$ cat src/rtl/regfile_pkg.sv
// Shared types and default widths for the register file and its write-port controller.
package regfile_pkg;

   typedef enum logic {
      INIT = 1'b0,
      RUN  = 1'b1
   } wb_state_t;

   localparam int REG_ZERO          = 0;
   localparam int DEF_NUM_REQ       = 3;
   localparam int DEF_ADDRESS_WIDTH = 5;
   localparam int DEF_DATA_WIDTH    = 32;

   // A single requester still needs a 1-bit pointer field.
   function automatic int ptr_width(input int n);
      return (n > 1) ? $clog2(n) : 1;
   endfunction

endpackage

$ cat src/rtl/regfile_wb_arbiter_rr.sv
// Combinational round-robin picker: first asserted request at or above ptr, wrapping.
module rr_arbiter #(
   parameter int NUM_REQ = 3,
   parameter int PTR_W   = 2
) (
   input  logic [NUM_REQ-1:0] req_i,
   input  logic [PTR_W-1:0]   ptr_i,
   input  logic               enable_i,
   output logic [NUM_REQ-1:0] grant_o,
   output logic [PTR_W-1:0]   grant_idx_o,
   output logic               grant_valid_o
);

   int idx;

   always_comb begin
      grant_o       = '0;
      grant_idx_o   = '0;
      grant_valid_o = 1'b0;
      idx           = 0;
      for (int k = 0; k < NUM_REQ; k++) begin
         idx = int'(ptr_i) + k;
         if (idx >= NUM_REQ) idx = idx - NUM_REQ;
         if (enable_i && !grant_valid_o && req_i[idx]) begin
            grant_valid_o = 1'b1;
            grant_o[idx]  = 1'b1;
            grant_idx_o   = PTR_W'(idx);
         end
      end
   end

endmodule

$ cat src/rtl/regfile_wb_arbiter.sv
// Register file write-port controller: clears all registers, then round-robin
// shares the single registered write port among the write-back requesters.
module regfile_wb_arbiter
   import regfile_pkg::*;
#(
   parameter int NUM_REQ       = DEF_NUM_REQ,
   parameter int ADDRESS_WIDTH = DEF_ADDRESS_WIDTH,
   parameter int DATA_WIDTH    = DEF_DATA_WIDTH
) (
   input  logic                            clk,
   input  logic                            rst_n,
   input  logic                            clear_req,
   input  logic [NUM_REQ-1:0]              req_valid,
   input  logic [NUM_REQ*ADDRESS_WIDTH-1:0] req_addr,
   input  logic [NUM_REQ*DATA_WIDTH-1:0]    req_data,
   output logic [NUM_REQ-1:0]              req_ready,
   output logic                            WE3,
   output logic [ADDRESS_WIDTH-1:0]        AD3,
   output logic [DATA_WIDTH-1:0]           WD3,
   output logic                            init_done
);

   localparam int PW = ptr_width(NUM_REQ);
   localparam logic [ADDRESS_WIDTH-1:0] CNT_LAST = {ADDRESS_WIDTH{1'b1}};
   localparam logic [ADDRESS_WIDTH-1:0] ADDR_ZERO = ADDRESS_WIDTH'(REG_ZERO);

   wb_state_t                state_q;
   logic [ADDRESS_WIDTH-1:0] cnt_q;
   logic [PW-1:0]            ptr_q;
   logic                     we3_q;
   logic [ADDRESS_WIDTH-1:0] ad3_q;
   logic [DATA_WIDTH-1:0]    wd3_q;

   logic [NUM_REQ-1:0]       grant;
   logic [PW-1:0]            grant_idx;
   logic                     grant_valid;
   logic [ADDRESS_WIDTH-1:0] addr_arr [NUM_REQ];
   logic [DATA_WIDTH-1:0]    data_arr [NUM_REQ];
   logic [ADDRESS_WIDTH-1:0] sel_addr;
   logic [DATA_WIDTH-1:0]    sel_data;

   for (genvar i = 0; i < NUM_REQ; i++) begin : g_unpack
      assign addr_arr[i] = req_addr[i*ADDRESS_WIDTH +: ADDRESS_WIDTH];
      assign data_arr[i] = req_data[i*DATA_WIDTH +: DATA_WIDTH];
   end

   // A pending clear suppresses grants so nothing is accepted and then lost.
   rr_arbiter #(
      .NUM_REQ (NUM_REQ),
      .PTR_W   (PW)
   ) u_rr (
      .req_i         (req_valid),
      .ptr_i         (ptr_q),
      .enable_i      ((state_q == RUN) && !clear_req),
      .grant_o       (grant),
      .grant_idx_o   (grant_idx),
      .grant_valid_o (grant_valid)
   );

   assign sel_addr = addr_arr[grant_idx];
   assign sel_data = data_arr[grant_idx];

   always_ff @(posedge clk or negedge rst_n) begin
      if (!rst_n) begin
         state_q <= INIT;
         cnt_q   <= '0;
         ptr_q   <= '0;
         we3_q   <= 1'b0;
         ad3_q   <= '0;
         wd3_q   <= '0;
      end else begin
         case (state_q)
            INIT: begin
               we3_q <= 1'b1;
               ad3_q <= cnt_q;
               wd3_q <= '0;
               if (cnt_q == CNT_LAST) begin
                  state_q <= RUN;
                  cnt_q   <= '0;
               end else begin
                  cnt_q <= cnt_q + 1'b1;
               end
            end
            RUN: begin
               if (clear_req) begin
                  state_q <= INIT;
                  cnt_q   <= '0;
                  ptr_q   <= '0;
                  we3_q   <= 1'b0;
               end else if (grant_valid) begin
                  // x0 writes are consumed but never reach the register file.
                  we3_q <= (sel_addr != ADDR_ZERO);
                  if (sel_addr != ADDR_ZERO) begin
                     ad3_q <= sel_addr;
                     wd3_q <= sel_data;
                  end
                  ptr_q <= (grant_idx == PW'(NUM_REQ-1)) ? '0 : grant_idx + 1'b1;
               end else begin
                  we3_q <= 1'b0;
               end
            end
            default: state_q <= INIT;
         endcase
      end
   end

   assign req_ready = grant;
   assign WE3       = we3_q;
   assign AD3       = ad3_q;
   assign WD3       = wd3_q;
   assign init_done = (state_q == RUN);

endmodule

$ cat config.mk
export PLATFORM = sky130hd
export DESIGN_NAME = regfile_wb_arbiter
export DESIGN_NICKNAME = d
export VERILOG_FILES = /design/src/rtl/regfile_pkg.sv /design/src/rtl/regfile_wb_arbiter_rr.sv /design/src/rtl/regfile_wb_arbiter.sv
export SDC_FILE = /design/constraint.sdc
export NUM_CORES = 1
export LEC_CHECK = 0
export CAP_MARGIN = 20
export CORE_ASPECT_RATIO = 0.8
export CORE_MARGIN = 4
export CORE_UTILIZATION = 42
export CTS_BUF_LIST = sky130_fd_sc_hd__clkbuf_4 sky130_fd_sc_hd__clkbuf_8
export DETAILED_ROUTE_END_ITERATION = 10
export MAX_ROUTING_LAYER = met4
export PLACE_DENSITY = 0.83
export SLEW_MARGIN = 15
export SYNTH_ARGS = -nofsm -noshare
export SYNTH_HDL_FRONTEND = slang
export SYNTH_HIERARCHICAL = 1
export SYNTH_SLANG_ARGS = --single-unit
$ cat constraint.sdc
create_clock -name clk -period 4.3 [get_ports clk]
set_input_delay 1.075 -clock clk [delete_from_list [all_inputs] [get_ports clk]]
set_output_delay 1.075 -clock clk [all_outputs]
set_load 0.05 [all_outputs]
==> qor.txt <==
status -> finished clean
Slew @ Worst Pin -> 0.8763 ns
CP Class -> in2reg
Skew-Pair Late Insertion Delay -> 0.30 ns
Final Hold Violating Endpoints -> 0
Reg area -> 0.001151 mm^2
post-synthesis cell type count -> 42
Max Clock Skew -> 0.007996 ns
Die ar. -> 0.009282 mm^2
Port Buffers -> 158
yosys warns -> 6
CTS tree -> built
Top FF cell, synth -> dfrtp_1
fmax -> 254.8 MHz
Worst Path Max Fanout -> 33
Setup-failing EPs final -> 0
RePlAce Congestion -> 0.8921
Cell Int Power -> 1.008 mW
Critical Path Stages -> 10
Worst Hold Launch -> WD3[19]
count leader, synth -> dfrtp_1
starting density of the core -> 0.4367
vias per cell -> 5.515
Worst Setup End Kind -> register
# resized after CTS -> 0
power per cell area -> 315.1 mW/mm^2
final wirelength -> 10490 um
worst r2r path cells -> 11
Die X-Extent -> 106.7 um
Logic pwr share -> 0.457
Setup crit start kind -> input port
largest net degree at the start of global routing -> 47
post-layout util -> 0.6836
RSZ-0062 raised after global routing -> false
clock slew at reported path FFs -> 0.08 ns
Yosys top cell by area -> dfrtp_1
syn avg cell area -> 9.519 um^2
Post CTS Setup Buffer Count -> 0
cell area after synthesis -> 0.003274 mm^2
Layout Cells excl Fill -> 600
origin of the critical flop-to-flop path -> ptr_q[1]
# DRC -> 0
total track usage -> 0.2307
Die Span Y -> 86.98 um
# rows -> 28
most instantiated cells after synthesis -> 46 x dfrtp_1, 44 x nor2_1, 40 x mux2i_1, 39 x o21ai_0, 33 x a211oi_1
first-pass GRT wire length -> 16800 um
layout cells sized above 1 -> 0.09697
placed cell count -> 591
critical path cell sequence -> clkdlybuf4s50_1 > mux2i_1 > o21ai_1 > nor4bb_4 > a32o_2 > mux2i_1 > a2bb2oi_2 > and3_4 > a21oi_4 > o211a_1
WHS Path Cells -> 1
register area share after synthesis -> 0.3515
# Max-Cap Violations -> 0
Max VDD drop -> 0.1713 mV
hold_buf cts -> 0
fin crit share -> 0.9127
Switching Share -> 0.3755
Post-synth ARST share -> 1.000
Max Slew Vio Count -> 0
Iter 0 DRT Violations -> 160
slowest CP cell -> a21oi_4
leak pwr -> 2.496 nW
Detail Route Antenna Nets -> 0
Critical Path RT -> 4.53 ns
initial antenna violation count -> 0
WP data arrival -> 4.16 ns
syn_nets -> 467
CTS sink count -> 46
CTS buffer count -> 5
WL/cell -> 17.49 um
I/O pin total -> 159
reg2reg end -> WD3[27]
Root Buffer -> clkbuf_8
area of the multi-input gates -> 0.001952 mm^2
Area growth syn-to-layout -> 56.52%
DRT Pass-1 Iters -> 5
P_sw -> 0.6064 mW
delay-heaviest family, CP -> compound AO/OA/AOI/OAI gates
n_diodes -> 0
Overflow after GRT -> 0
DP HPWL -> 8034 um
Flop pwr share -> 0.340
Min Hold Slack -> 0.5246 ns
Layout fillers -> 625
reg2reg setup slack -> 0.76 ns
vias in the first global route -> 3306
H-tree depth -> 2
vias -> 3309
core area -> 0.007497 mm^2
Post-synth EDFFs -> 0
CP most frequent cell -> mux2i_1
CP bufs+invs -> 1
relative slew slack -> 0.4145
Clock Tree Buf Depth -> 2
minimum clock period -> 3.924 ns
CP max stage delay -> 0.69 ns
Synth Register Bits -> 46
Synth area leaders -> dfrtp_1 35%, mux2i_1 12%, o211a_1 9.8%, a211oi_1 7.6%, o21ai_0 6.0%
Nets -> 617
Synth top area share -> 0.3515
end of the worst hold path -> WD3[19]
setup TNS -> 0 ns
Syn Inst Count -> 344
Final Power -> 1.615 mW
HP Class -> reg2reg
Clk pwr share -> 0.203
## placed cells by master, fill, tap and decap left out, types with 4 or more instances in the layout
cell type          n
a211oi_1          33
o21ai_0           39
dfrtp_1           46
o211a_1           32
clkbuf_8           5
ha_1               6
a2bb2oi_2          6
clkdlybuf4s50_1  154
buf_12             4
a31oi_1            5
o21ai_1            4
inv_1              6
buf_4             17
nor2_1            44
nand2_1            6
a21oi_1            6
mux2i_1           40
## routing by layer
metal	share of wire	up-vias	global-route usage
met1	0.42	1559	0.2829
met3	0.089	7	0.06820
met4	0.0081	0	0.03949
met2	0.48	153	0.3857
met5	0	-	-
li1	-	1590	-
## power by group through the flow
stage               Sequential, mW  Clock, mW  Combinational, mW
floorplan                    0.645          0              0.347
global placement             0.553          0              0.726
detailed placement           0.555          0              0.738
CTS                          0.547      0.333              0.742
global route                 0.555      0.357              0.795
finish                       0.549      0.328              0.737
## cell families (layout without fill, tap and decap cells)
family,count (synthesis),in the layout,synth area share
xor gates and xnor gates,2,2,0.005351
DFF,46,46,0.3515
adders and majority gates,6,6,0.02293
buffers and inverters,39,190,0.05923
AOI/OAI and AO/OA,137,137,0.3183
and+or+nand+nor,71,71,0.1085
muxes,43,43,0.1341
## how the worst max path moves through the flow
stage                       startpoint      endpoint  slack, ns
after detailed placement  req_valid[1]       WD3[27]       0.05
after CTS                 req_valid[1]        WD3[8]       0.36
after floorplan              clear_req  req_ready[2]       0.57
after global placement    req_valid[1]       WD3[22]       0.17
final                     req_valid[1]       WD3[27]       0.38
after global routing      req_valid[1]       WD3[12]       0.21
## stage by stage
stage / instance area [um^2] / setup WS, ns
floorplan: 3274 / 0.5681
CTS: 5105 / 0.3608
detailed placement: 4991 / 0.05153
global placement: 4991 / 0.1713
finish: 5125 / 0.3756
global route: 5125 / 0.2078
## registers in the layout (all words and copies together), names as in the netlist
| name | cells |
|---|---|
| init_done | 1 |
| ptr_q | 2 |
| cnt_q | 5 |
| AD3 | 5 |
| WE3 | 1 |
| WD3 | 32 |
## worst register-to-register path: cells and delay by family, from the launching register on
family,cells,cell delay [ns]
AO/OA/AOI/OAI,4,1.46
adder cells (fa/ha/maj),1,0.33
buffers and inverters,1,0.09
flip-flops,1,0.42
multiplexers,3,0.62
AND/OR/NAND/NOR,2,0.56
## final cells by class
type                    instances  area share
clock buffers                   6     0.01489
well taps                     105     0.02563
inverters                       6    0.004395
clock inverters                 2    0.007324
repair buffers                176      0.3423
multi-input cells             259      0.3809
flip-flops and latches         46      0.2246
Note: power is estimated with default switching activity, not from simulation.
==> patch 1, RTL diff (config.mk and constraints unchanged) <==
Change the package constant `REG_ZERO` from 0 to 1.
--- a/src/rtl/regfile_pkg.sv
+++ b/src/rtl/regfile_pkg.sv
@@ -8,3 +8,3 @@
 
-   localparam int REG_ZERO          = 0;
+   localparam int REG_ZERO          = 1;
    localparam int DEF_NUM_REQ       = 3;
Formal check against the unedited RTL: no difference found for any inputs over 10 cycles, from zero or initial values and one cycle with rst_n low; that may be too few to reach the edited logic, so the function may still have changed.
==> patch 1 against the original RTL <==
- cell area is 0.66% lower
- worst setup slack worse by 0.10 ns
- power shrank 8.2%
- wire length decreased by 6.5%
- sequential cell count unchanged
- clock skew increased by 0.0023 ns
- cell count up 5.2%
- first-iteration DRC count grew 5.6%
- area after synthesis fell by 0.92%
==> patch 1: results <==
export IMPL_worstHoldEndpoint="cnt_q[3]"
export IMPL_synth_common_cells="104 x nand2_1, 72 x mux2i_1, 46 x dfrtp_1, 46 x o21ai_0, 14 x clkbuf_1"
export IMPL_nFillCells=611
export IMPL_routed_wirelength_um=9808
export IMPL_dr_first_iter_drc_count=169
export IMPL_grt_pass1_wl_um=15920
export IMPL_cp_endpoint="WD3[10]"
export IMPL_drive_gt1_frac=0.07034
export IMPL_final_nets=648
export IMPL_synthTopCellsByArea="dfrtp_1 35%, mux2i_1 22%, nand2_1 12%, o21ai_0 7.1%, ha_1 2.3%"
export IMPL_first_global_vias=3262
export IMPL_rr_worst_depth=12
export IMPL_synth_fp_nets=496
export IMPL_wl_per_cell_um=15.54
export IMPL_grt_total_usage=0.2196
export IMPL_place_congestion=0.8542
export IMPL_hold_start="cnt_q[3]"
export IMPL_wl_met1_um=4102
export IMPL_slowest_stage="clkdlybuf4s50_1"
export IMPL_ff2ff_setup_slack_ns=0.68
export IMPL_intPower_uw=965.2
export IMPL_tightestPinTransition_ns=0.7090
export IMPL_p_leak_uw=0.002074
export IMPL_fin_skew_ns=0.01025
export IMPL_place_inst=622
export IMPL_status="complete, no violations"
export IMPL_worst_slack_ns=0.2709
export IMPL_netlist_instances=373
export IMPL_synth_top_area_share=0.3548
export IMPL_synth_cell_types=46
export IMPL_ir_worst_vdd_uv=186.9
patch 1: cell count changes after synthesis, sizes merged, moves of 3 or more:
cell,before,now
a211oi,33,1
a21oi,8,4
a31oi,5,1
clkbuf,21,14
mux2i,42,74
nand2,6,104
nand4,3,0
nor2,44,8
nor4,0,3
o211a,32,0
o21ai,43,47
o2bb2ai,1,5
patch 1: logic make-up after synthesis:
group | Yosys count | synth area share
buffers and inverters | 35 | 0.05360
AOI/OAI and AO/OA | 77 | 0.1527
and+or+nand+nor | 134 | 0.1816
adders and majority gates | 6 | 0.02314
muxes | 75 | 0.2341
DFF | 46 | 0.3548
patch 1: layout make-up:
type	instances	area [um2]	share of cell area
inverters	8	30.03	0.005898
well taps	105	131.4	0.02580
multi-input cells	292	1927	0.3785
flip-flops and latches	46	1152	0.2263
clock inverters	1	30.03	0.005898
clock buffers	7	83.83	0.01647
repair buffers	172	1737	0.3411
patch 1: through the flow:
step,instance area [um2],hold WS [ns],setup TNS [ns],total power (uW)
6_report,5091,0.5154,0,1483
3_3_place_gp,4957,0.4868,0,1158
2_1_floorplan,3244,0.4615,0,912.7
3_5_place_dp,4957,0.5092,-0.01175,1169
4_1_cts,5071,0.5205,0,1497
5_1_grt,5091,0.5617,0,1580
patch 1: power groups by stage:
stage / registers (uW) / logic (uW) / clock network (uW)
after floorplan: 622 / 291 / 0
after global placement: 540 / 619 / 0
after detailed placement: 542 / 627 / 0
after CTS: 534 / 630 / 333
after global routing: 541 / 681 / 358
final: 533 / 628 / 321
patch 1: worst max-delay path: cells and delay by family:
kind / cells / cell delay, ns
mux: 2 / 0.56
simple gates: 3 / 0.90
compound gates: 4 / 0.86
buf+inv: 2 / 0.83
==> patch 2, RTL diff (config.mk and constraints unchanged) <==
Without the edit above. Reset style: synchronous (`rst_n`), changed in one clocked block.
--- a/src/rtl/regfile_wb_arbiter.sv
+++ b/src/rtl/regfile_wb_arbiter.sv
@@ -62,3 +62,3 @@
 
-   always_ff @(posedge clk or negedge rst_n) begin
+   always_ff @(posedge clk) begin
       if (!rst_n) begin
Function: differs if rst_n is asserted again (counterexample within 4 cycles, from zero or initial values and one cycle with rst_n low); with rst_n held inactive, the same outputs for 10 cycles.
==> patch 2 against the original RTL <==
- sequential cell count unchanged
- critical path type unchanged
- cell area down 10%
- clock skew down 0.0044 ns
- highest routed layer unchanged
- area after synthesis down 14%
- worst setup slack worse by 0.035 ns
- synthesized cell count down 7.6%
- wire length down 9.6%
Power is not compared: it rests on default switching activity, and its combinational part moved more than twofold at a synthesized area within 25%.
==> patch 2: results <==
export IMPL_synth_cell_types=41
export IMPL_cts_buffers=5
export IMPL_hp_class="reg2reg"
export IMPL_dr_first_iter_drc_count=124
export IMPL_yosysSeqAreaShare=0.3260
export IMPL_grt_max_degree=40
export IMPL_fin_skew_ns=0.003579
export IMPL_synth_fp_nets=441
export IMPL_vias=3036
export IMPL_cts_root_buf="clkbuf_8"
export IMPL_clkTransAtPathRegs_ns=0.08
export IMPL_ys_warnings_count=6
export IMPL_first_global_vias=2782
export IMPL_synth_compound_area_frac=0.2901
export IMPL_num_antenna_cells=0
export IMPL_status="complete, no violations"
export IMPL_synth_xor_xnor_area_share=0
export IMPL_synthTopCellsByArea="dfxtp_1 33%, mux2i_1 14%, a22o_1 9.9%, o21ai_0 8.7%, nand2_1 5.7%"
export IMPL_clock_latency_ns=0.30
export IMPL_cts_buffer_depth=2
export IMPL_required_ns=4.54
export IMPL_preCtsSetupSlack_ns=0.03704
export IMPL_port_buffers=158
export IMPL_hold_viol=0
export IMPL_ir_worst_vdd_uv=218.0
export IMPL_cts_resized=0
export IMPL_final_nets=594
export IMPL_tightestPinTransition_ns=0.8283
export IMPL_worst_path_largest_cell_delay_ns=0.68
export IMPL_grt_total_usage=0.2235
export IMPL_h_tree_depth=2
export IMPL_p_leak_uw=0.001571
export IMPL_cts_setup_buffers=0
export IMPL_antenna_found_initial=0
export IMPL_cp_max_fo=32
export IMPL_wl_per_cell_um=17.06
export IMPL_first_pass_iters=4
export IMPL_grt_pass1_wl_um=14050
export IMPL_drive_gt1_frac=0.08263
export IMPL_place_congestion=0.9041
export IMPL_async_flop_share=0
export IMPL_synthAdderAreaFrac=0.02657
export IMPL_post_dp_hpwl_um=7498
export IMPL_synth_common_cells="49 x o21ai_0, 46 x dfxtp_1, 43 x nand2_1, 40 x mux2i_1, 32 x a22o_1"
export IMPL_ys_flop_type="dfxtp_1"
export IMPL_yosys_mux_area_fraction=0.1515
export IMPL_largest_reg_flops=32
-- patch 2: power breakdown --
group | switching [uW] | internal, uW | total (uW)
Sequential | 4.70 | 430 | 434
Combinational | 56.2 | 122 | 179
Clock | 140 | 136 | 276
Total | 201 | 688 | 889
-- patch 2: path summary, 6_finish.rpt --
| check | slack (ns) | cells after the start | from | end |
|---|---|---|---|---|
| max | 0.34 | 10 | req_valid[0] | WD3[30] |
| min reg2reg | 0.48 | 1 | WD3[31] | WD3[31] |
| max reg2reg | 0.78 | 11 | ptr_q[0] | WD3[30] |
| min | 0.48 | 1 | WD3[31] | WD3[31] |
-- patch 2: logic make-up (layout without fill, tap and decap cells) --
logic type	after synthesis	in the layout
compound gates	115	115
simple gates	80	80
flops	46	46
mux	42	42
buf+inv	29	183
fa+ha+maj	6	6
-- patch 2: layer usage --
layer,wire (um),share of wire,GRT usage,vias up
li1,-,-,-,1493
met1,3949,0.42,0.2767,1380
met2,4491,0.47,0.3589,146
met3,881,0.093,0.06352,17
met4,161,0.017,0.06003,0
met5,0,0,-,-
-- patch 2: metrics by stage --
stage,area [um2],cells
6_report,4597,556
3_5_place_dp,4502,548
3_3_place_gp,4502,548
2_1_floorplan,2825,318
4_1_cts,4597,556
5_1_grt,4597,556
-- patch 2: worst max-delay path: cells and delay by family --
family                 cells  cell delay [ns]
AOI/OAI and AO/OA          4             1.40
muxes                      2             0.43
buffers and inverters      1             0.55
and+or+nand+nor            3             0.73
-- patch 2: cell type report --
| cell class | count | area (um2) |
|---|---|---|
| Inverter | 4 | 15.01 |
| Tap cell | 84 | 105.1 |
| Sequential cell | 46 | 920.9 |
| Timing Repair Buffer | 171 | 1709 |
| Clock inverter | 1 | 5.005 |
| Clock buffer | 7 | 90.09 |
| Fill cell | 516 | 1877 |
| Multi-Input combinational cell | 243 | 1752 |
